===== src/rtl/pcs_pkg.sv =====
// Shared 1000BASE-X PCS definitions: code-groups, GMII codes and
// one-hot state encodings for the receive and transmit machines.
package pcs_pkg;

  localparam logic [7:0] K28_5 = 8'hBC;
  localparam logic [7:0] K_S   = 8'hFB;
  localparam logic [7:0] K_T   = 8'hFD;
  localparam logic [7:0] K_R   = 8'hF7;
  localparam logic [7:0] K_V   = 8'hFE;
  localparam logic [7:0] D5_6  = 8'hC5;
  localparam logic [7:0] D16_2 = 8'h50;

  localparam logic [7:0] GMII_FALSE_CARRIER = 8'h0E;
  localparam logic [7:0] GMII_PREAMBLE      = 8'h55;

  localparam int RX_LF_B = 0;
  localparam int RX_WK_B = 1;
  localparam int RX_RK_B = 2;
  localparam int RX_ID_B = 3;
  localparam int RX_RC_B = 4;
  localparam int RX_TR_B = 5;

  localparam logic [5:0] RX_LINK_FAILED = 6'b000001;
  localparam logic [5:0] RX_WAIT_FOR_K  = 6'b000010;
  localparam logic [5:0] RX_RX_K        = 6'b000100;
  localparam logic [5:0] RX_IDLE_D      = 6'b001000;
  localparam logic [5:0] RX_RECEIVE     = 6'b010000;
  localparam logic [5:0] RX_TRI_RRI     = 6'b100000;

  localparam logic [4:0] TX_IDLE      = 5'b00001;
  localparam logic [4:0] TX_START     = 5'b00010;
  localparam logic [4:0] TX_DATA      = 5'b00100;
  localparam logic [4:0] TX_END_T     = 5'b01000;
  localparam logic [4:0] TX_END_R     = 5'b10000;

endpackage


===== src/rtl/pcs_rx_classify.sv =====
// Combinational code-group classifier; exactly one flag is set
// for any input.
module pcs_rx_classify
  import pcs_pkg::*;
(
  input  logic [7:0] rx_code_group,
  input  logic       rx_is_k,
  output logic       is_comma,
  output logic       is_s,
  output logic       is_t,
  output logic       is_r,
  output logic       is_v,
  output logic       is_idle_d,
  output logic       is_data,
  output logic       is_other_k
);

  logic idle_val;

  assign idle_val   = (rx_code_group == D5_6) ||
                      (rx_code_group == D16_2);
  assign is_comma   = rx_is_k && (rx_code_group == K28_5);
  assign is_s       = rx_is_k && (rx_code_group == K_S);
  assign is_t       = rx_is_k && (rx_code_group == K_T);
  assign is_r       = rx_is_k && (rx_code_group == K_R);
  assign is_v       = rx_is_k && (rx_code_group == K_V);
  assign is_idle_d  = !rx_is_k && idle_val;
  assign is_data    = !rx_is_k && !idle_val;
  assign is_other_k = rx_is_k && !is_comma && !is_s &&
                      !is_t && !is_r && !is_v;

endmodule


===== src/rtl/pcs_receive.sv =====
// 1000BASE-X PCS receive machine: code-groups in, registered
// GMII RXD/RX_DV/RX_ER out, with saturating status counters.
module pcs_receive
  import pcs_pkg::*;
#(
  parameter int CNT_W = 16
) (
  input  logic             GTX_CLK,
  input  logic             mr_main_reset,
  input  logic             sync_status,
  input  logic [7:0]       rx_code_group,
  input  logic             rx_is_k,
  output logic [7:0]       RXD,
  output logic             RX_DV,
  output logic             RX_ER,
  output logic             receiving,
  output logic [CNT_W-1:0] pkt_count,
  output logic [CNT_W-1:0] err_count
);

  localparam logic [CNT_W-1:0] ONE = CNT_W'(1);

  logic       is_comma, is_s, is_t, is_r;
  logic       is_v, is_idle_d, is_data, is_other_k;
  logic [5:0] state, state_n;
  logic [7:0] rxd_n;
  logic       dv_n, er_n, rcv_n, pkt_inc;

  pcs_rx_classify u_classify (
    .rx_code_group (rx_code_group),
    .rx_is_k       (rx_is_k),
    .is_comma      (is_comma),
    .is_s          (is_s),
    .is_t          (is_t),
    .is_r          (is_r),
    .is_v          (is_v),
    .is_idle_d     (is_idle_d),
    .is_data       (is_data),
    .is_other_k    (is_other_k)
  );

  always_comb begin
    state_n = state;
    rxd_n   = 8'h00;
    dv_n    = 1'b0;
    er_n    = 1'b0;
    rcv_n   = 1'b0;
    pkt_inc = 1'b0;
    if (!sync_status) begin
      // Losing alignment mid-frame marks the frame as aborted
      state_n = RX_LINK_FAILED;
      dv_n    = RX_DV;
      er_n    = RX_DV;
    end else begin
      unique case (1'b1)
        state[RX_LF_B]: state_n = RX_WAIT_FOR_K;
        state[RX_WK_B]: begin
          if (is_comma) state_n = RX_RX_K;
        end
        state[RX_RK_B]: begin
          state_n = is_idle_d ? RX_IDLE_D : RX_WAIT_FOR_K;
        end
        state[RX_ID_B]: begin
          if (is_comma) begin
            state_n = RX_RX_K;
          end else if (is_s) begin
            state_n = RX_RECEIVE;
            rxd_n   = GMII_PREAMBLE;
            dv_n    = 1'b1;
            rcv_n   = 1'b1;
          end else begin
            state_n = RX_WAIT_FOR_K;
            rxd_n   = GMII_FALSE_CARRIER;
            er_n    = 1'b1;
          end
        end
        state[RX_RC_B]: begin
          if (is_data || is_idle_d) begin
            rxd_n = rx_code_group;
            dv_n  = 1'b1;
            rcv_n = 1'b1;
          end else if (is_t) begin
            state_n = RX_TRI_RRI;
          end else if (is_comma) begin
            state_n = RX_RX_K;
            dv_n    = 1'b1;
            er_n    = 1'b1;
          end else begin
            rxd_n = rx_code_group;
            dv_n  = 1'b1;
            er_n  = 1'b1;
            rcv_n = 1'b1;
          end
        end
        state[RX_TR_B]: begin
          state_n = RX_WAIT_FOR_K;
          pkt_inc = is_r;
          er_n    = !is_r;
        end
        default: state_n = RX_LINK_FAILED;
      endcase
    end
  end

  always_ff @(posedge GTX_CLK or negedge mr_main_reset) begin
    if (!mr_main_reset) begin
      state     <= RX_LINK_FAILED;
      RXD       <= 8'h00;
      RX_DV     <= 1'b0;
      RX_ER     <= 1'b0;
      receiving <= 1'b0;
      pkt_count <= '0;
      err_count <= '0;
    end else begin
      state     <= state_n;
      RXD       <= rxd_n;
      RX_DV     <= dv_n;
      RX_ER     <= er_n;
      receiving <= rcv_n;
      if (pkt_inc && (pkt_count != '1))
        pkt_count <= pkt_count + ONE;
      if (er_n && (err_count != '1))
        err_count <= err_count + ONE;
    end
  end

endmodule

===== config.mk =====
export PLATFORM = sky130hd
export DESIGN_NAME = pcs_receive
export DESIGN_NICKNAME = d
export VERILOG_FILES = /design/src/rtl/pcs_pkg.sv /design/src/rtl/pcs_rx_classify.sv /design/src/rtl/pcs_receive.sv
export SDC_FILE = /design/constraint.sdc
export NUM_CORES = 1
export LEC_CHECK = 0
export CORE_MARGIN = 2
export CORE_UTILIZATION = 44
export DETAILED_ROUTE_END_ITERATION = 16
export GPL_TIMING_DRIVEN = 1
export HOLD_SLACK_MARGIN = 0.02
export PLACE_DENSITY = 0.71
export SLEW_MARGIN = 40
export SYNTH_ARGS = -nofsm -noshare
export SYNTH_HDL_FRONTEND = slang
export SYNTH_HIERARCHICAL = 1
export SYNTH_SLANG_ARGS = --single-unit

===== constraint.sdc =====
create_clock -name GTX_CLK -period 2.45 [get_ports GTX_CLK]
set_clock_uncertainty 0.2 [all_clocks]
set_input_delay 0.245 -clock GTX_CLK [delete_from_list [all_inputs] [get_ports GTX_CLK]]
set_output_delay 0.245 -clock GTX_CLK [all_outputs]
set_load 0.005 [all_outputs]

Word-level counts from Yosys, hierarchy flattened
Index checks and enable logic that the tools add are counted.

operators by class
  add/subtract/negate cells = 2
  eq/ne operators = 8
  multiplexer cells = 33
  reductions and logical operators = 14

operator list
  cell                                                                   number
  8-bit equality test, second input constant                             5
  8-bit two-way mux                                                      5
  16-bit by 1-bit adder with 16-bit output, second input constant        2
  16-bit != test, second input constant                                  2
  6-bit one-hot mux with 5 select lines                                  1
  6-bit two-way mux                                                      3
  8-bit one-hot mux with 2 select lines                                  1
  5-bit two-way mux                                                      3
  1-bit two-way mux                                                      14
  8-bit by 7-bit equality test with 1-bit output, second input constant  1
  1-bit logical AND                                                      8
  7-bit two-way mux                                                      1
  4-bit two-way mux                                                      1
  1-bit one-hot mux with 2 select lines                                  2
  1-bit zero test                                                        3
  3-bit two-way mux                                                      1
  1-bit one-hot mux with 3 select lines                                  1
  1-bit logical OR                                                       2
  2-bit OR reduction                                                     1

storage, ports and cells
  bits in registers = 49
  input bits = 12
  output and inout port bits = 43
  logic and storage cells = 64

Longest topological paths before layout
  depth after elaboration = 9
  mapped depth = 10
  mapped depth without buffers = 8

By module
The synthesis kept the hierarchy.

modules (own cells, without submodules)
  module           times used  cells an instance  area each (um^2)  seq. area each (um^2)
  pcs_receive      1           199                2258.4            1227.4
  pcs_rx_classify  1           23                 176.4             0.0

Worst setup path before layout
Ideal clock, no wire load.

  kind = input to register
  start = input rx_code_group[0]
  end = register err_count[13]
  library setup time = 0.125 ns
  arrival time = 2.437 ns
  data required time = 2.125 ns
  slack = -0.311 ns
  stages = 10
  path buffers = 2
  path through = buf_6 -> or4b_1 -> a2111o_1 -> nor2b_4 -> nor4b_1 -> nand4b_2 -> and2_1 -> buf_4 -> nand4_1 -> xnor2_1

between the ends
  word-level cells in the longest chain between the ends = 9
  elaborated cells between the ends (all ways) = 23
  classes of those cells = 6 x eq/ne; 6 x mux; 11 x reduce/logical

ends and longest elaborated chain
  element                                                                                       line                                          text
  from (decl)                                                                                   pcs_receive.sv:11                             input logic [7:0] rx_code_group,
  8-bit equality test / 8-bit by 7-bit equality test with 1-bit output (equally long branches)  pcs_rx_classify.sv:20, pcs_rx_classify.sv:21
  1-bit logical OR (*)                                                                          pcs_rx_classify.sv:20                         assign idle_val = (rx_code_group == D5_6) ||
  1-bit zero test (*)                                                                           pcs_rx_classify.sv:28                         assign is_data = !rx_is_k && !idle_val;
  1-bit logical AND (*)                                                                         pcs_rx_classify.sv:28
  via is_data                                                                                   pcs_receive.sv:24                             logic is_v, is_idle_d, is_data, is_other_k;
  1-bit logical OR (*)                                                                          pcs_receive.sv:78                             if (is_data || is_idle_d) begin
  1-bit two-way mux (*)                                                                         pcs_receive.sv:78
  1-bit one-hot mux with 3 select lines (*)                                                     pcs_receive.sv:55                             unique case (1'b1)
  1-bit two-way mux (*)                                                                         pcs_receive.sv:49                             if (!sync_status) begin
  via er_n                                                                                      pcs_receive.sv:27                             logic dv_n, er_n, rcv_n, pkt_inc;
  1-bit logical AND (*)                                                                         pcs_receive.sv:122                            if (er_n && (err_count != '1))
  to (signal assigned)                                                                          pcs_receive.sv:123                            err_count <= err_count + ONE;
  to (decl)                                                                                     pcs_receive.sv:18                             output logic [CNT_W-1:0] err_count

The timed path passes the listed nets; every way through them passes the cells marked *.
A chain may end at the register's enable or synchronous reset.

Worst setup path after layout
  start = input rx_code_group[2]
  end = register err_count[1]

between the ends
  word-level cells in the longest chain between the ends = 9
  elaborated cells between the ends (all ways) = 23
  classes of those cells = 6 x eq/ne; 6 x mux; 11 x reduce/logical

ends and longest elaborated chain
  element                                                                                       line
  8-bit equality test / 8-bit by 7-bit equality test with 1-bit output (equally long branches)  pcs_rx_classify.sv:20, pcs_rx_classify.sv:21
  1-bit logical OR (*)                                                                          pcs_rx_classify.sv:20
  1-bit zero test (*)                                                                           pcs_rx_classify.sv:28
  1-bit logical AND (*)                                                                         pcs_rx_classify.sv:28
  via is_data                                                                                   pcs_receive.sv:24
  1-bit logical OR (*)                                                                          pcs_receive.sv:78
  1-bit two-way mux (*)                                                                         pcs_receive.sv:78
  1-bit one-hot mux with 3 select lines (*)                                                     pcs_receive.sv:55
  1-bit two-way mux (*)                                                                         pcs_receive.sv:49
  1-bit logical AND (*)                                                                         pcs_receive.sv:122

Marks and branches as above.

==> impl_metrics.py <==
metrics = {
    "detailed_routing": {
        "first_pass_iters": 4,
        "drtIter0Drc": 52,
        "wirelength_um": 5480,
        "vias": 1975,
        "drc": 0,
        "antenna_left": 0,
        "viasPerCell": 5.18,
        "wl_per_cell_um": 14.4,
    },
    "timing": {
        "rsz0062_at_grt": "yes",
        "maxSlewViolCount": 0,
        "fin_crit_ns": 2.44,
        "worstMarginPinSlew_ns": 0.593,
        "setup_viol": 0,
        "hold_violations": 0,
        "fin_crit_sh_pct": 99.8,
        "maxSlewHeadroom_pct": 60.5,
        "fmaxAchievable_mhz": 409,
        "fin_ws_ns": 0.00557,
    },
    "finish": {
        "drive_gt1_share_pct": 26.7,
        "final_cells": 381,
        "fin_area_mm2": 0.00349,
        "nNetsFinal": 324,
        "synthToLayoutAreaGrowth_pct": 46.2,
        "n_antenna_cell": 0,
    },
    "logic_synthesis": {
        "syn-num-nets": 231,
        "syn-cell-area_mm2": 0.00239,
        "syn_area_per_cell_um2": 11.0,
        "syn_inst": 217,
        "yosys_warnings": 6,
    },
    "setup_path": {
        "arrival_ns": 2.44,
        "path_class": "input pin to register",
        "cpMaxStageDelayCell": "or4b_4",
        "startpoint_type": "input pin",
        "max_stage_delay_ns": 0.53,
        "cp.required_ns": 2.45,
        "crit_chain": "buf_6 -> or4b_4 -> a2111o_1 -> nor2b_4 -> nor4b_4 -> nand4b_4 -> nand3_4 -> mux2_4",
        "r2r_start": "err_count[3]",
        "crit_path_start": "rx_code_group[2]",
        "cp-end-kind": "register",
        "cp_max_fo": 5,
    },
    "floorplan": {
        "coreArea_mm2": 0.00517,
        "start_util_pct": 46.2,
        "io_pins": 55,
        "die_w_um": 77.7,
        "core.rowCount": 26,
        "die_h_um": 77.7,
        "dieArea_mm2": 0.00604,
    },
    "clock_network": {
        "cts_made_buffers": 5,
        "htree_levels": 2,
        "cts_tree": "done",
        "clk_path_buf_depth": 2,
        "clk_pin_slew_ns": 0.09,
        "cts.root.buffer_cell": "clkbuf_8",
        "cts.sinks": 49,
        "clkLatencyLatePin_ns": 0.30,
    },
    "placed_design": {
        "gp_congestion": 0.818,
        "placedCellCount": 366,
        "io_buffers": 54,
        "dp_slack_ns": -0.648,
        "dp_hpwl_um": 3820,
        "placed_area_mm2": 0.00323,
    },
    "power_and_ir_drop": {
        "pwr_density_cell_mw_per_mm2": 480,
        "ir_drop_mv": 0.548,
        "total_power_w": 0.00168,
        "p_leak_nw": 1.59,
    },
    "grt": {
        "antenna_found_initial": 0,
        "grt_max_degree": 50,
        "grt_pass1_wl_um": 9580,
        "overflow": 0,
        "first_global_vias": 2034,
        "grt_use_total_pct": 19.6,
    },
    "min_path": {
        "hold_path_class": "input pin to register",
        "worstHoldStart": "rx_code_group[4]",
    },
    "outcome": {
        "status": "completed",
    },
    "flow_run": {
        "drv_cap": 0,
    },
}
timing repair:
action	CTS	global route
cloned	1	0
buffers inserted	3	1
hold buffers	1	1
setup endpoints to repair	28	34
pin swaps	7	11
hold endpoints to repair	48	1
gates resized for setup	22	23
metal layers:
| layer | GRT usage (%) | wire length [um] |
|---|---|---|
| met2 | 32.7 | 2800 |
| met5 | 0 | 0 |
| met4 | 5.36 | 88 |
| met3 | 3.60 | 170 |
| met1 | 26.1 | 2420 |
registers in the layout, indices dropped and copies added, names as in the netlist:
| signal | cells |
|---|---|
| state | 6 |
| RX_DV | 1 |
| err_count | 16 |
| receiving | 1 |
| pkt_count | 16 |
| RX_ER | 1 |
| RXD | 8 |
path summary, 6_finish.rpt:
path / to / slack, ns / cells after the start
worst max-delay path: err_count[1] / 0.006 / 8
worst min-delay path: RXD[4] / 0.02 / 2
worst max register to register: err_count[1] / 0.32 / 4
worst min register to register: pkt_count[13] / 0.30 / 1
max in group asynchronous: receiving / 1.28 / 3
min in group asynchronous: pkt_count[0] / 0.36 / 3
worst max-delay path: cells and delay by family:
family	cells	cell delay, ns
multiplexers	1	0.34
AND/OR/NAND/NOR	5	1.33
buffers and inverters	1	0.09
AO/OA/AOI/OAI	1	0.42
report_power, final:
group          internal (W)  switching, W  total (W)
sequential         0.000852     0.0000695   0.000922
clock              0.000197      0.000265   0.000462
combinational      0.000161      0.000130   0.000292
total               0.00121      0.000465    0.00168
layout make-up:
| type | count | area (um^2) |
|---|---|---|
| fill | 378 | 1680 |
| multi-input combinational | 157 | 1250 |
| sequential | 49 | 1230 |
| timing repair buffer | 89 | 807 |
| tap | 70 | 87.6 |
| clock buffer | 5 | 68.8 |
| inverter | 8 | 30.0 |
| clock inverter | 3 | 17.5 |
cell usage in the layout, fill, tap and decap left out, types with 4 or more instances in the layout:
cell,n
dfrtp_1,48
clkdlybuf4s50_1,46
buf_4,31
nand2_1,20
xnor2_1,18
nand3_1,15
xor2_1,12
nor2_1,10
and3_1,8
inv_1,8
nand4_1,7
nor2_2,5
clkbuf_8,5
nor3_2,4
buf_6,4
stage by stage:
stage               hold slack (ns)  setup TNS (ns)  util, %
floorplan                    -0.251           -1.01        -
global placement              0.180          -17.31     62.5
detailed placement            0.182          -18.81     62.5
CTS                          0.0261               0     65.7
global route                 0.0270          -0.178     67.5
finish                       0.0163               0     67.5
No activity file was read; power rests on OpenSTA's default activity.
